## config.mk

```make
export PLATFORM = sky130hd
export DESIGN_NAME = res_bus_keeper_flat
export DESIGN_NICKNAME = d
export VERILOG_FILES = /design/src/rtl/res_pkg.sv /design/src/rtl/res_bus_keeper_if.sv /design/src/rtl/res_line.sv /design/src/rtl/res_bus_keeper.sv /design/src/flat_wrapper.sv
export SDC_FILE = /design/constraint.sdc
export NUM_CORES = 1
export LEC_CHECK = 0
export ABC_AREA = 1
export CORE_ASPECT_RATIO = 0.9
export CORE_MARGIN = 4
export CORE_UTILIZATION = 45
export DETAILED_ROUTE_END_ITERATION = 16
export HOLD_SLACK_MARGIN = 0.03
export SETUP_SLACK_MARGIN = 0.15
export SYNTH_ARGS = -nofsm -noshare
export SYNTH_HDL_FRONTEND = slang
export SYNTH_SLANG_ARGS = --single-unit
```

## constraint.sdc

```tcl
create_clock -name clk -period 27 [get_ports clk]
set_input_delay 8.1 -clock clk [delete_from_list [all_inputs] [get_ports clk]]
set_output_delay 8.1 -clock clk [all_outputs]
set_load 0.1 [all_outputs]
```

## src/rtl/res_pkg.sv

```systemverilog
// Shared defaults and helpers for the resolved open-collector bus keeper.
package res_pkg;

    localparam int RES_WIDTH_DEF = 18;
    localparam int RES_NDRV_DEF  = 2;
    localparam int RES_FILT_DEF  = 2;
    localparam int RES_STUCK_DEF = 1024;

    // Watchdog counter width: enough bits to hold the saturation value n.
    function automatic int res_cw(input int n);
        return (n < 1) ? 1 : $clog2(n + 1);
    endfunction

endpackage

```

## src/rtl/res_bus_keeper_if.sv

```systemverilog
// Driver-side and consumer-side signals of the pulled-up bus, grouped for port use.
interface res_bus_keeper_if
    import res_pkg::*;
#(
    parameter int WIDTH = RES_WIDTH_DEF,
    parameter int NDRV  = RES_NDRV_DEF
) ();

    logic [NDRV*WIDTH-1:0] drv_low;
    logic                  release_en;
    logic                  stuck_clr;
    logic [WIDTH-1:0]      line_raw;
    logic [WIDTH-1:0]      line_q;
    logic [WIDTH-1:0]      rise;
    logic [WIDTH-1:0]      fall;
    logic [WIDTH-1:0]      stuck;

    modport master (
        output drv_low, release_en, stuck_clr,
        input  line_raw, line_q, rise, fall, stuck
    );

    modport slave (
        input  drv_low, release_en, stuck_clr,
        output line_raw, line_q, rise, fall, stuck
    );

endinterface

```

## src/rtl/res_line.sv

```systemverilog
// One bus line: glitch filter, registered level, edge pulses and stuck-low watchdog.
module res_line
    import res_pkg::*;
#(
    parameter int FILT      = RES_FILT_DEF,
    parameter int STUCK_MAX = RES_STUCK_DEF
) (
    input  logic clk,
    input  logic reset,
    input  logic raw,
    input  logic stuck_clr,
    output logic q,
    output logic rise,
    output logic fall,
    output logic stuck
);

    localparam int CW = res_cw(STUCK_MAX);
    localparam logic [CW-1:0] CNT_MAX = CW'(STUCK_MAX);
    localparam logic [CW-1:0] CNT_ARM = CW'(STUCK_MAX - 1);

    logic          all_hi_s;
    logic          all_lo_s;
    logic          q_q, q_d;
    logic          rise_q, rise_d;
    logic          fall_q, fall_d;
    logic          stuck_q, stuck_d;
    logic [CW-1:0] cnt_q, cnt_d;

    // The current sample plus FILT-1 stored samples form the agreement window.
    generate
        if (FILT == 1) begin : g_nohist
            assign all_hi_s = raw;
            assign all_lo_s = ~raw;
        end else begin : g_hist
            logic [FILT-2:0] hist_q;
            logic [FILT-2:0] hist_d;

            // Shift the newest sample into the history.
            always_comb begin
                hist_d = (FILT-1)'({hist_q, raw});
            end

            // History register, preset high like an undriven line.
            always_ff @(posedge clk or posedge reset) begin
                if (reset) begin
                    hist_q <= {(FILT-1){1'b1}};
                end else begin
                    hist_q <= hist_d;
                end
            end

            assign all_hi_s = raw & (&hist_q);
            assign all_lo_s = ~raw & ~(|hist_q);
        end
    endgenerate

    // Filtered level, edge pulses and watchdog next-state.
    always_comb begin
        q_d     = q_q;
        cnt_d   = cnt_q;
        stuck_d = stuck_q;
        if (all_hi_s) begin
            q_d = 1'b1;
        end else if (all_lo_s) begin
            q_d = 1'b0;
        end else begin
            q_d = q_q;
        end
        rise_d = q_d & ~q_q;
        fall_d = ~q_d & q_q;

        // stuck_clr dominates both the counter and a same-edge flag set.
        if (stuck_clr) begin
            cnt_d   = {CW{1'b0}};
            stuck_d = 1'b0;
        end else if (!q_q) begin
            cnt_d   = (cnt_q == CNT_MAX) ? cnt_q : cnt_q + {{(CW-1){1'b0}}, 1'b1};
            stuck_d = stuck_q | (cnt_q == CNT_ARM);
        end else begin
            cnt_d   = {CW{1'b0}};
            stuck_d = stuck_q;
        end
    end

    // Line state registers.
    always_ff @(posedge clk or posedge reset) begin
        if (reset) begin
            q_q     <= 1'b1;
            rise_q  <= 1'b0;
            fall_q  <= 1'b0;
            stuck_q <= 1'b0;
            cnt_q   <= {CW{1'b0}};
        end else begin
            q_q     <= q_d;
            rise_q  <= rise_d;
            fall_q  <= fall_d;
            stuck_q <= stuck_d;
            cnt_q   <= cnt_d;
        end
    end

    assign q     = q_q;
    assign rise  = rise_q;
    assign fall  = fall_q;
    assign stuck = stuck_q;

endmodule

```

## src/rtl/res_bus_keeper.sv

```systemverilog
// Emulated pull-up bus: wired-OR of active-low drivers per line, with release of stuck lines.
module res_bus_keeper
    import res_pkg::*;
#(
    parameter int WIDTH     = RES_WIDTH_DEF,
    parameter int NDRV      = RES_NDRV_DEF,
    parameter int FILT      = RES_FILT_DEF,
    parameter int STUCK_MAX = RES_STUCK_DEF
) (
    input  logic             clk,
    input  logic             reset,
    res_bus_keeper_if.slave  bus
);

    logic [WIDTH-1:0] pulled_s;
    logic [WIDTH-1:0] raw_s;
    logic [WIDTH-1:0] q_s;
    logic [WIDTH-1:0] rise_s;
    logic [WIDTH-1:0] fall_s;
    logic [WIDTH-1:0] stuck_s;

    // Resolve drivers; a released stuck line floats high regardless of drivers.
    always_comb begin
        pulled_s = {WIDTH{1'b0}};
        for (int d = 0; d < NDRV; d++) begin
            for (int i = 0; i < WIDTH; i++) begin
                pulled_s[i] = pulled_s[i] | bus.drv_low[d*WIDTH+i];
            end
        end
        raw_s = ~pulled_s | (stuck_s & {WIDTH{bus.release_en}});
    end

    generate
        for (genvar i = 0; i < WIDTH; i++) begin : g_line
            res_line #(
                .FILT      (FILT),
                .STUCK_MAX (STUCK_MAX)
            ) u_line (
                .clk       (clk),
                .reset     (reset),
                .raw       (raw_s[i]),
                .stuck_clr (bus.stuck_clr),
                .q         (q_s[i]),
                .rise      (rise_s[i]),
                .fall      (fall_s[i]),
                .stuck     (stuck_s[i])
            );
        end
    endgenerate

    assign bus.line_raw = raw_s;
    assign bus.line_q   = q_s;
    assign bus.rise     = rise_s;
    assign bus.fall     = fall_s;
    assign bus.stuck    = stuck_s;

endmodule

```

## src/flat_wrapper.sv

```systemverilog
// flat-port wrapper written by rule: the top's interface ports become plain ports
module res_bus_keeper_flat import res_pkg::*;
#(
    parameter int WIDTH     = RES_WIDTH_DEF,
    parameter int NDRV      = RES_NDRV_DEF,
    parameter int FILT      = RES_FILT_DEF,
    parameter int STUCK_MAX = RES_STUCK_DEF
)
  (clk, reset, bus_drv_low, bus_release_en, bus_stuck_clr, bus_line_raw, bus_line_q, bus_rise, bus_fall, bus_stuck);
  res_bus_keeper_if #(.WIDTH(WIDTH), .NDRV(NDRV)) bus_i ();
  input  logic clk;
  input  logic reset;
  input wire logic [$bits(bus_i.drv_low)-1:0] bus_drv_low;
  input wire logic [$bits(bus_i.release_en)-1:0] bus_release_en;
  input wire logic [$bits(bus_i.stuck_clr)-1:0] bus_stuck_clr;
  output wire logic [$bits(bus_i.line_raw)-1:0] bus_line_raw;
  output wire logic [$bits(bus_i.line_q)-1:0] bus_line_q;
  output wire logic [$bits(bus_i.rise)-1:0] bus_rise;
  output wire logic [$bits(bus_i.fall)-1:0] bus_fall;
  output wire logic [$bits(bus_i.stuck)-1:0] bus_stuck;
  assign bus_i.drv_low = bus_drv_low;
  assign bus_i.release_en = bus_release_en;
  assign bus_i.stuck_clr = bus_stuck_clr;
  assign bus_line_raw = bus_i.line_raw;
  assign bus_line_q = bus_i.line_q;
  assign bus_rise = bus_i.rise;
  assign bus_fall = bus_i.fall;
  assign bus_stuck = bus_i.stuck;
  res_bus_keeper #(.WIDTH(WIDTH), .NDRV(NDRV), .FILT(FILT), .STUCK_MAX(STUCK_MAX)) u_core (.clk(clk), .reset(reset), .bus(bus_i));
endmodule
```

==> flow_metrics.env <==
export IMPL_synth_edf_count=0
export IMPL_port_buffers=129
export IMPL_antenna_cells=0
export IMPL_cp_required_ps=18900
export IMPL_ir_worst_vdd_v=0.0000453
export IMPL_worst_pin_slew_ps=1050
export IMPL_synth_area_per_cell_um2=7.77
export IMPL_routedWlPerCell_um=11.9
export IMPL_status="complete, no violations"
export IMPL_end_kind="primary output"
export IMPL_cts_tree="yes"
export IMPL_finalSetupViolCount=0
export IMPL_drive_gt1_share_pct=5.94
export IMPL_grt_max_degree=77
export IMPL_maxCapViolations=0
export IMPL_fin_nets=2105
export IMPL_rsz0062_at_grt="false"
export IMPL_synth_largest_area_cell="dfrtp_1"
export IMPL_cp_max_fo=10
export IMPL_ant_nets=0
export IMPL_synthCells=1968
export IMPL_power_leakage_nw=8.33
export IMPL_h_tree_depth=1
export IMPL_post_drt_via_cell_ratio=4.75
export IMPL_start_util_pct=46.0
export IMPL_synthDistinctLibCells=30
export IMPL_fin_crit_sh_pct=70.1
export IMPL_fmax_ghz=0.0529
export IMPL_post_cts_buffers=0
export IMPL_rrSetupSlack_ps=25490
export IMPL_hold_class="flip-flop to flip-flop"
export IMPL_yosysMostFrequentCell="nand2_1"
export IMPL_synth_net_count=2044
export IMPL_antenna_found_initial=0
export IMPL_slew_violations=0
export IMPL_grt_use_total_pct=16.2
export IMPL_vias=11900
export IMPL_total_power_mw=0.996
export IMPL_dieHeight_um=183
export IMPL_synth_area_um2=15300
export IMPL_wl_met3_um=1070
export IMPL_tns_ps=0
export IMPL_overflow=0
export IMPL_clk_latency_ps=560
export IMPL_dp_hpwl_um=21200
export IMPL_wl_met1_um=15100
export IMPL_yosysWarnings=0
export IMPL_synth_ff_type="dfrtp_1"
export IMPL_hold_buffers=0
export IMPL_clk_pin_slew_ps=60
export IMPL_crit_type="primary input to primary output"
export IMPL_fin_crit_ps=18920
export IMPL_cts_resized_gates=0
export IMPL_slew_headroom_pct=29.9
export IMPL_cts_sinks=288
export IMPL_grt_pass1_vias=11400
export IMPL_async_flop_share_pct=100
export IMPL_place_congestion=0.818
export IMPL_placed_cell_area_um2=16400
export IMPL_io_pins=130
export IMPL_area_growth_pct=14.0
export IMPL_grt_pass1_wl_um=52600
export IMPL_highest_layer="met4"
export IMPL_synthTopCellsByArea="dfrtp_1 41%, nand2_1 10%, nor2_1 7.7%"
export IMPL_worstSetupStartpointType="primary input"
export IMPL_drtIter0Drc=573
export IMPL_yosysTopAreaCellShare_pct=41.2
export IMPL_die_width_um=202
export IMPL_synth_commonest_cells="428 x nand2_1, 314 x nor2_1, 272 x inv_1"
export IMPL_drt_pass1_iter_count=5
export IMPL_arrival_ps=10820
export IMPL_core_um2=33300
export IMPL_p_per_area_nw_per_um2=57.1
export IMPL_routed_wl_um=30000
export IMPL_met2_length_um=13300
export IMPL_cts_buffers=31
export IMPL_core_rowCount=63
export IMPL_ys_seq_area_share_pct=47.4
export IMPL_hold_violations=0
export IMPL_finish_instance_area_um2=17400
export IMPL_clockBufferDepth=3
export IMPL_root_buffer="clkbuf_16"
export IMPL_fin_skew_ps=14.0
export IMPL_die_area_um2=37000
export IMPL_drc=0
export IMPL_ys_ff_latch=288
export IMPL_fin_util_pct=52.4
[per-layer routing]
metal / track usage, % / vias to the layer above
li1: - / 6268
met1: 22.8 / 5469
met2: 26.8 / 126
met3: 2.88 / 43
met4: 3.23 / 0
met5: 0 / -
[sequential cells by signal (all words and copies together), names as in the netlist]
name and count:
u_core.g_line.u_line.g_hist.hist_q 18, u_core.g_line.u_line.rise 18, u_core.g_line.u_line.cnt_q 198, u_core.g_line.u_line.q 18
u_core.g_line.u_line.stuck 18, u_core.g_line.u_line.fall 18
[power breakdown]
part	internal [mW]	switching [mW]
registers	0.446	0.0142
clock network	0.250	0.167
logic	0.0339	0.0841
[cells in the final DEF, fill, tap and decap left out, types with 3 or more instances in the layout]
cell type	n
dfrtp_1	252
inv_1	271
clkinv_2	5
xnor2_1	13
nor2_1	314
clkdlybuf4s50_1	128
nand4_1	53
o21ai_1	5
xor2_1	26
nor2_4	14
clkbuf_8	11
o22ai_1	12
inv_2	4
dfstp_2	36
nand3_1	152
nor3b_1	3
buf_4	5
ha_1	36
o21ai_0	83
or2_2	11
nor3_1	59
clkbuf_1	9
nand3b_1	11
clkbuf_16	31
nand2_1	428
a21oi_1	70
[path summary, 6_finish.rpt]
| kind | cells past startpoint | end | from |
|---|---|---|---|
| max | 4 | bus_line_raw[11] | bus_release_en |
| min | 1 | u_core.g_line[14].u_line.cnt_q[6] | u_core.g_line[14].u_line.cnt_q[6] |
| max reg2reg | 5 | u_core.g_line[2].u_line.stuck | u_core.g_line[2].u_line.cnt_q[0] |
| min reg2reg | 1 | u_core.g_line[14].u_line.cnt_q[6] | u_core.g_line[14].u_line.cnt_q[6] |
| max in group asynchronous | 3 | u_core.g_line[8].u_line.cnt_q[2] | reset |
| min in group asynchronous | 2 | u_core.g_line[6].u_line.rise | reset |
[per-stage QoR]
| stage | hold WS, ps | std cells | worst slack (ps) |
|---|---|---|---|
| floorplan | 455 | 1968 | 10020 |
| global placement | 477 | 2451 | 7990 |
| detailed placement | 485 | 2451 | 7950 |
| CTS | 494 | 2508 | 7960 |
| global route | 519 | 2508 | 7870 |
| finish | 490 | 2508 | 8080 |
[worst max-delay path, cell delays in order]
cell and delay [ps]:
clkdlybuf4s50_1 830, inv_2 290, o22ai_1 360, clkdlybuf4s50_1 1210
[cell families (layout without fill, tap and decap cells)]
kind of cell	after synthesis	after routing	synth area share (%)
buffers and inverters	381	466	11.8
XOR/XNOR	39	39	2.23
flip-flops	288	288	47.4
AND/OR/NAND/NOR	1050	1050	29.7
AO/OA/AOI/OAI	174	174	5.85
adder cells (fa/ha/maj)	36	36	2.94
[area by class of cell]
class / instances / area [um^2]
flip-flops and latches: 288 / 7250
fillers: 3153 / 15800
repair buffers: 133 / 1320
well taps: 455 / 569
multi-input cells: 1299 / 6240
clock inverters: 6 / 55.1
clock buffers: 51 / 961
inverters: 276 / 1040
No activity file was read; power rests on OpenSTA's default activity.
==> RTL edit 1 (config.mk and constraints unchanged) <==
Change the package constant `RES_NDRV_DEF` from 2 to 1.
--- a/src/rtl/res_pkg.sv
+++ b/src/rtl/res_pkg.sv
@@ -3,5 +3,5 @@
 
     localparam int RES_WIDTH_DEF = 18;
-    localparam int RES_NDRV_DEF  = 2;
+    localparam int RES_NDRV_DEF  = 1;
     localparam int RES_FILT_DEF  = 2;
     localparam int RES_STUCK_DEF = 1024;
Interface: changed (resized bus_drv_low); port bits go from 130 to 112. The function was not compared with the original's and may differ.
==> RTL edit 1 against the original RTL <==
- total power increased by 4.6%
- area after synthesis rose by 1.3%
- highest routed layer unchanged
- routed wire length up 5.0%
- worst setup slack better by 220 ps
- non-clock buffer count decreased by 19
- synthesized cell count grew 1.9%
- largest cell class unchanged
- sequential cell count stayed put
- design area increased by 0.57%
- clock power rose by 9.8%
- via count grew 2.4%
==> RTL edit 1: results (changes against the original RTL) <==
* Wire length per cell at 12.4 um (+3.8%)
* Clk power at 0.000458 W (+9.8%)
* P_leak at 8.32 nW (-0.16%)
* Critical R2R Capture: u_core.g_line[15].u_line.stuck$_DFFE_PP0P_
* Arrival time at the worst endpoint at 10600 ps (-220 ps)
* Worst skew pair latency at 500 ps (-60 ps)
* Vias in the first global route at 11800 (+3.3%)
* DP HPWL at 22000 um (+3.7%)
* Critical R2R Launch: u_core.g_line[15].u_line.q$_DFF_PP1_
* Post-CTS setup buffers at 0 (unchanged)
* Worst VDD drop at 0.0464 mV (+2.5%)
* Iter 0 DRT Violations at 661 (+15%)
* Worst clock skew at 9.32 ps (-4.71 ps)
* Routed vias/inst at 4.81 (+1.3%)
* Global-route wire length before repair at 56100 um (+6.5%)
* Hold wc startpoint: u_core.g_line[10].u_line.cnt_q[3]$_DFFE_PP0P_
* Layout cells sized above 1 at 6.61% (+0.67 points)
* Synth area leaders: dfrtp_1, nand2_1, nor2_1
* Synth unique cells at 33 (+10%)
* Status: finished clean
* R2R setup slack at 25440 ps (-50 ps)
* NetSw at 0.000285 W (+7.4%)
* TritonCTS Buffers at 34 (+9.7%)
* Hold Crit Endpoint: u_core.g_line[10].u_line.cnt_q[3]$_DFFE_PP0P_
* Critical path fanouts, max at 14 (+4)
* Worst-Margin Slew at 1070 ps (+20.7 ps)
* Post-placement worst setup slack at 8280 ps (+326 ps)
* GRT Util Overall at 17.5% (+1.3 points)
* DR pass1 iterations at 4 (-1)
* Syn_nets at 2064 (+0.98%)
* H-tree levels at 2 (+1)
* GPL Wtd Cong at 0.800 (-2.2%)
* Seq/Total Area, Yosys at 46.8% (-0.59 points)
RTL edit 1: cells by family after synthesis:
kind of cell / Yosys count / synth area share (%)
and+or+nand+nor: 1034 / 29.1
DFF: 288 / 46.8
buffers and inverters: 405 / 12.5
adders and majority gates: 36 / 2.91
xor gates and xnor gates: 23 / 1.30
AOI/OAI and AO/OA: 220 / 7.41
RTL edit 1: how the worst max path moves through the flow:
stage | from | endpoint | slack (ps) | cells after the start
global placement | bus_release_en | bus_line_raw[9] | 8360 | 5
detailed placement | bus_release_en | bus_line_raw[1] | 8280 | 5
floorplan | bus_release_en | bus_line_raw[10] | 10090 | 4
finish | bus_release_en | bus_line_raw[1] | 8300 | 5
global route | bus_release_en | bus_line_raw[9] | 8180 | 5
CTS | bus_release_en | bus_line_raw[1] | 8280 | 5
RTL edit 1: metrics by stage:
step	hold slack, ps	cell area, um^2	std cells	total power (W)
after CTS	512	17500	2535	0.00106
after global routing	536	17500	2535	0.00109
final	511	17500	2535	0.00104
after detailed placement	505	16400	2473	0.000593
after global placement	500	16400	2473	0.000592
after floorplan	467	15500	2006	0.000571
RTL edit 1: layer usage:
| metal | wire [um] | track usage (%) | up-vias | share of wire, % |
|---|---|---|---|---|
| met1 | 15600 | 24.4 | 5632 | 50 |
| met4 | 520 | 4.10 | 0 | 1.7 |
| li1 | - | - | 6386 | - |
| met2 | 14200 | 28.5 | 135 | 45 |
| met5 | 0 | 0 | - | 0 |
| met3 | 1180 | 3.26 | 36 | 3.8 |
RTL edit 1: cell type report:
| cell class | instances | area [um^2] |
|---|---|---|
| clock buffer | 54 | 1070 |
| clock inverter | 8 | 70.1 |
| fill | 3294 | 16400 |
| inverter | 296 | 1120 |
| multi-input combinational | 1313 | 6300 |
| sequential | 288 | 7250 |
| tap | 462 | 578 |
| timing repair buffer | 114 | 1140 |
==> RTL edit 2 (same flow settings) <==
Made on the original files. Make the reset (`reset`) synchronous in 2 clocked blocks.
--- a/src/rtl/res_line.sv
+++ b/src/rtl/res_line.sv
@@ -43,5 +43,5 @@
 
             // History register, preset high like an undriven line.
-            always_ff @(posedge clk or posedge reset) begin
+            always_ff @(posedge clk) begin
                 if (reset) begin
                     hist_q <= {(FILT-1){1'b1}};
@@ -85,5 +85,5 @@
 
     // Line state registers.
-    always_ff @(posedge clk or posedge reset) begin
+    always_ff @(posedge clk) begin
         if (reset) begin
             q_q     <= 1'b1;
Behaviour: differs if reset is asserted again (counterexample within 4 cycles, from zero or initial values and one cycle with reset high); with reset held inactive, the same outputs for 4 cycles.
==> RTL edit 2 against the original RTL <==
- total power fell by 6.5%
- design area is 9.1% lower
- routed wire length decreased by 6.2%
- sequential cell count unchanged
- worst setup slack better by 250 ps
- die area decreased by 9.3%
- critical path type unchanged
- clock power fell by 1%
- area after synthesis shrank 9.7%
==> RTL edit 2: results (changes against the original RTL) <==
* Final net count at 2114 (+0.43%)
* GPL Wtd Cong at 0.816 (-0.17%)
* Synth unique cells at 27 (-10%)
* Worst-path clk slew at 60 ps (about the same)
* Port bufs at 129 (unchanged)
* Top FF cell, synth: dfxtp_1
* Global-route wire length before repair at 48600 um (-7.7%)
* DR pass1 iterations at 7 (+2)
* Seq/Total Area, Yosys at 41.7% (-5.7 points)
* Clock buffer depth at 3 (unchanged)
* Fin cells at 2462 (-1.8%)
* CP endpoint: bus_line_raw[5]
* Post-CTS setup buffers at 0 (unchanged)
* Endpoint class of the critical path: output pin
* Worst skew pair latency at around 550 ps
* Critical R2R Capture: u_core.g_line[11].u_line.stuck$_SDFFE_PP0N_
* Layout fillers at 2950 (-6.4%)
* Synth area leaders: dfxtp_1, nand2_1, nor2_1
* Wire length per cell at 11.4 um (-4.5%)
* Largest net degree at the start of global routing at 56 (-27%)
* H-tree levels at 1 (unchanged)
* Initial antenna violation count at 0 (unchanged)
* Cells after synthesis at 1978 (+0.51%)
* Status: finished clean
* Max FFs per register at 198 (unchanged)
* Vias in the first global route at 10900 (-4.6%)
* Fin area at 15900 um^2 (-9.1%)
* Antenna Cells at 0 (unchanged)
* Hold WC Path Type: flip-flop to flip-flop
* Iter 0 DRT Violations at 577 (+0.70%)
* GRT Util Overall at 16.6% (+0.40 points)
* Worst VDD drop at 0.0464 mV (+2.5%)
* Worst slew margin at 29.5% (-0.44 points)
* Area after DPL at 14900 um^2 (-9.5%)
* Share of flip-flops with an asynchronous set or reset at 0% (-100 points)
* Root Driver: clkbuf_16
* Critical R2R Launch: u_core.g_line[11].u_line.cnt_q[0]$_SDFFE_PP0P_
* P_leak at 6.06 nW (-27%)
* Placed cells at 2409 (-1.7%)
* Synthesis warning total at 0 (unchanged)
* R2R depth at 5 (unchanged)
* Layout cells sized above 1 at 4.91% (-1.0 points)
* Final setup fails at 0 (unchanged)
* CTS resizes at 0 (unchanged)
* Worst clock skew at 18.8 ps (+4.80 ps)
* Synth cell count leaders: nand2_1, nor2_1, dfxtp_1
* GRT Residual Overflow at 0 (unchanged)
* Most flop-heavy register: u_core.g_line.u_line.cnt_q
* Arrival time at the worst endpoint at 10570 ps (-250 ps)
* R2R setup slack at 25540 ps (+50 ps)
* Origin of the worst setup path: bus_release_en
* DR DRC count at 0 (unchanged)
* Routed vias/inst at 4.71 (-0.81%)
* Critical path fanouts, max at 18 (+8)
* TritonCTS Buffers at 30 (-3.2%)
* DP HPWL at 20300 um (-4.3%)
## RTL edit 2: worst min path at each step
| stage | start | endpoint | cells after the start |
|---|---|---|---|
| final | u_core.g_line[5].u_line.cnt_q[9]$_SDFFE_PP0P_ | u_core.g_line[5].u_line.cnt_q[9]$_SDFFE_PP0P_ | 2 |
| after global routing | u_core.g_line[7].u_line.cnt_q[9]$_SDFFE_PP0P_ | u_core.g_line[7].u_line.cnt_q[9]$_SDFFE_PP0P_ | 2 |
| after floorplan | u_core.g_line[17].u_line.cnt_q[4]$_SDFFE_PP0P_ | u_core.g_line[17].u_line.cnt_q[4]$_SDFFE_PP0P_ | 2 |
| after detailed placement | u_core.g_line[5].u_line.cnt_q[9]$_SDFFE_PP0P_ | u_core.g_line[5].u_line.cnt_q[9]$_SDFFE_PP0P_ | 2 |
| after global placement | u_core.g_line[12].u_line.cnt_q[9]$_SDFFE_PP0P_ | u_core.g_line[12].u_line.cnt_q[9]$_SDFFE_PP0P_ | 2 |
| after CTS | u_core.g_line[5].u_line.cnt_q[9]$_SDFFE_PP0P_ | u_core.g_line[5].u_line.cnt_q[9]$_SDFFE_PP0P_ | 2 |
## RTL edit 2: final cells by class
type | instances | area share (%)
Clock buffer | 44 | 5.64
Timing Repair Buffer | 132 | 8.25
Tap cell | 403 | 3.18
Inverter | 256 | 6.06
Clock inverter | 9 | 0.600
Sequential cell | 288 | 36.4
Multi-Input combinational cell | 1330 | 39.9
## RTL edit 2: routing by layer
metal  track usage [%]  wire [um]
met1              23.2      14200
met2              26.8      11900
met3              3.39       1400
met4              3.42        544
met5                 0          0
## RTL edit 2: kinds of logic after synthesis
kind of cell / count (synthesis) / share of synthesized area (%)
DFF: 288 / 41.7
xor gates and xnor gates: 47 / 2.98
adders and majority gates: 36 / 3.26
and+or+nand+nor: 1030 / 31.7
buffers and inverters: 360 / 12.5
AOI/OAI and AO/OA: 217 / 7.89
## RTL edit 2: worst max-delay path, cell delays in order
cell and delay, ps:
clkdlybuf4s50_1 450, buf_4 310, nand2_1 80, o21ai_0 270, clkdlybuf4s50_1 1310
## RTL edit 2: power by group
part	internal (W)	total, W	switching, W
Combinational	0.0000206	0.0000817	0.0000611
Clock	0.000246	0.000411	0.000165
Sequential	0.000432	0.000439	0.00000648
Total	0.000699	0.000932	0.000232
## RTL edit 2: through the flow
stage	hold slack (ps)	total power (W)	setup slack, ps
after floorplan	437	0.000515	10090
after global placement	447	0.000530	8300
after detailed placement	453	0.000530	8330
after CTS	462	0.000948	8310
after global routing	482	0.000967	8270
final	458	0.000932	8330
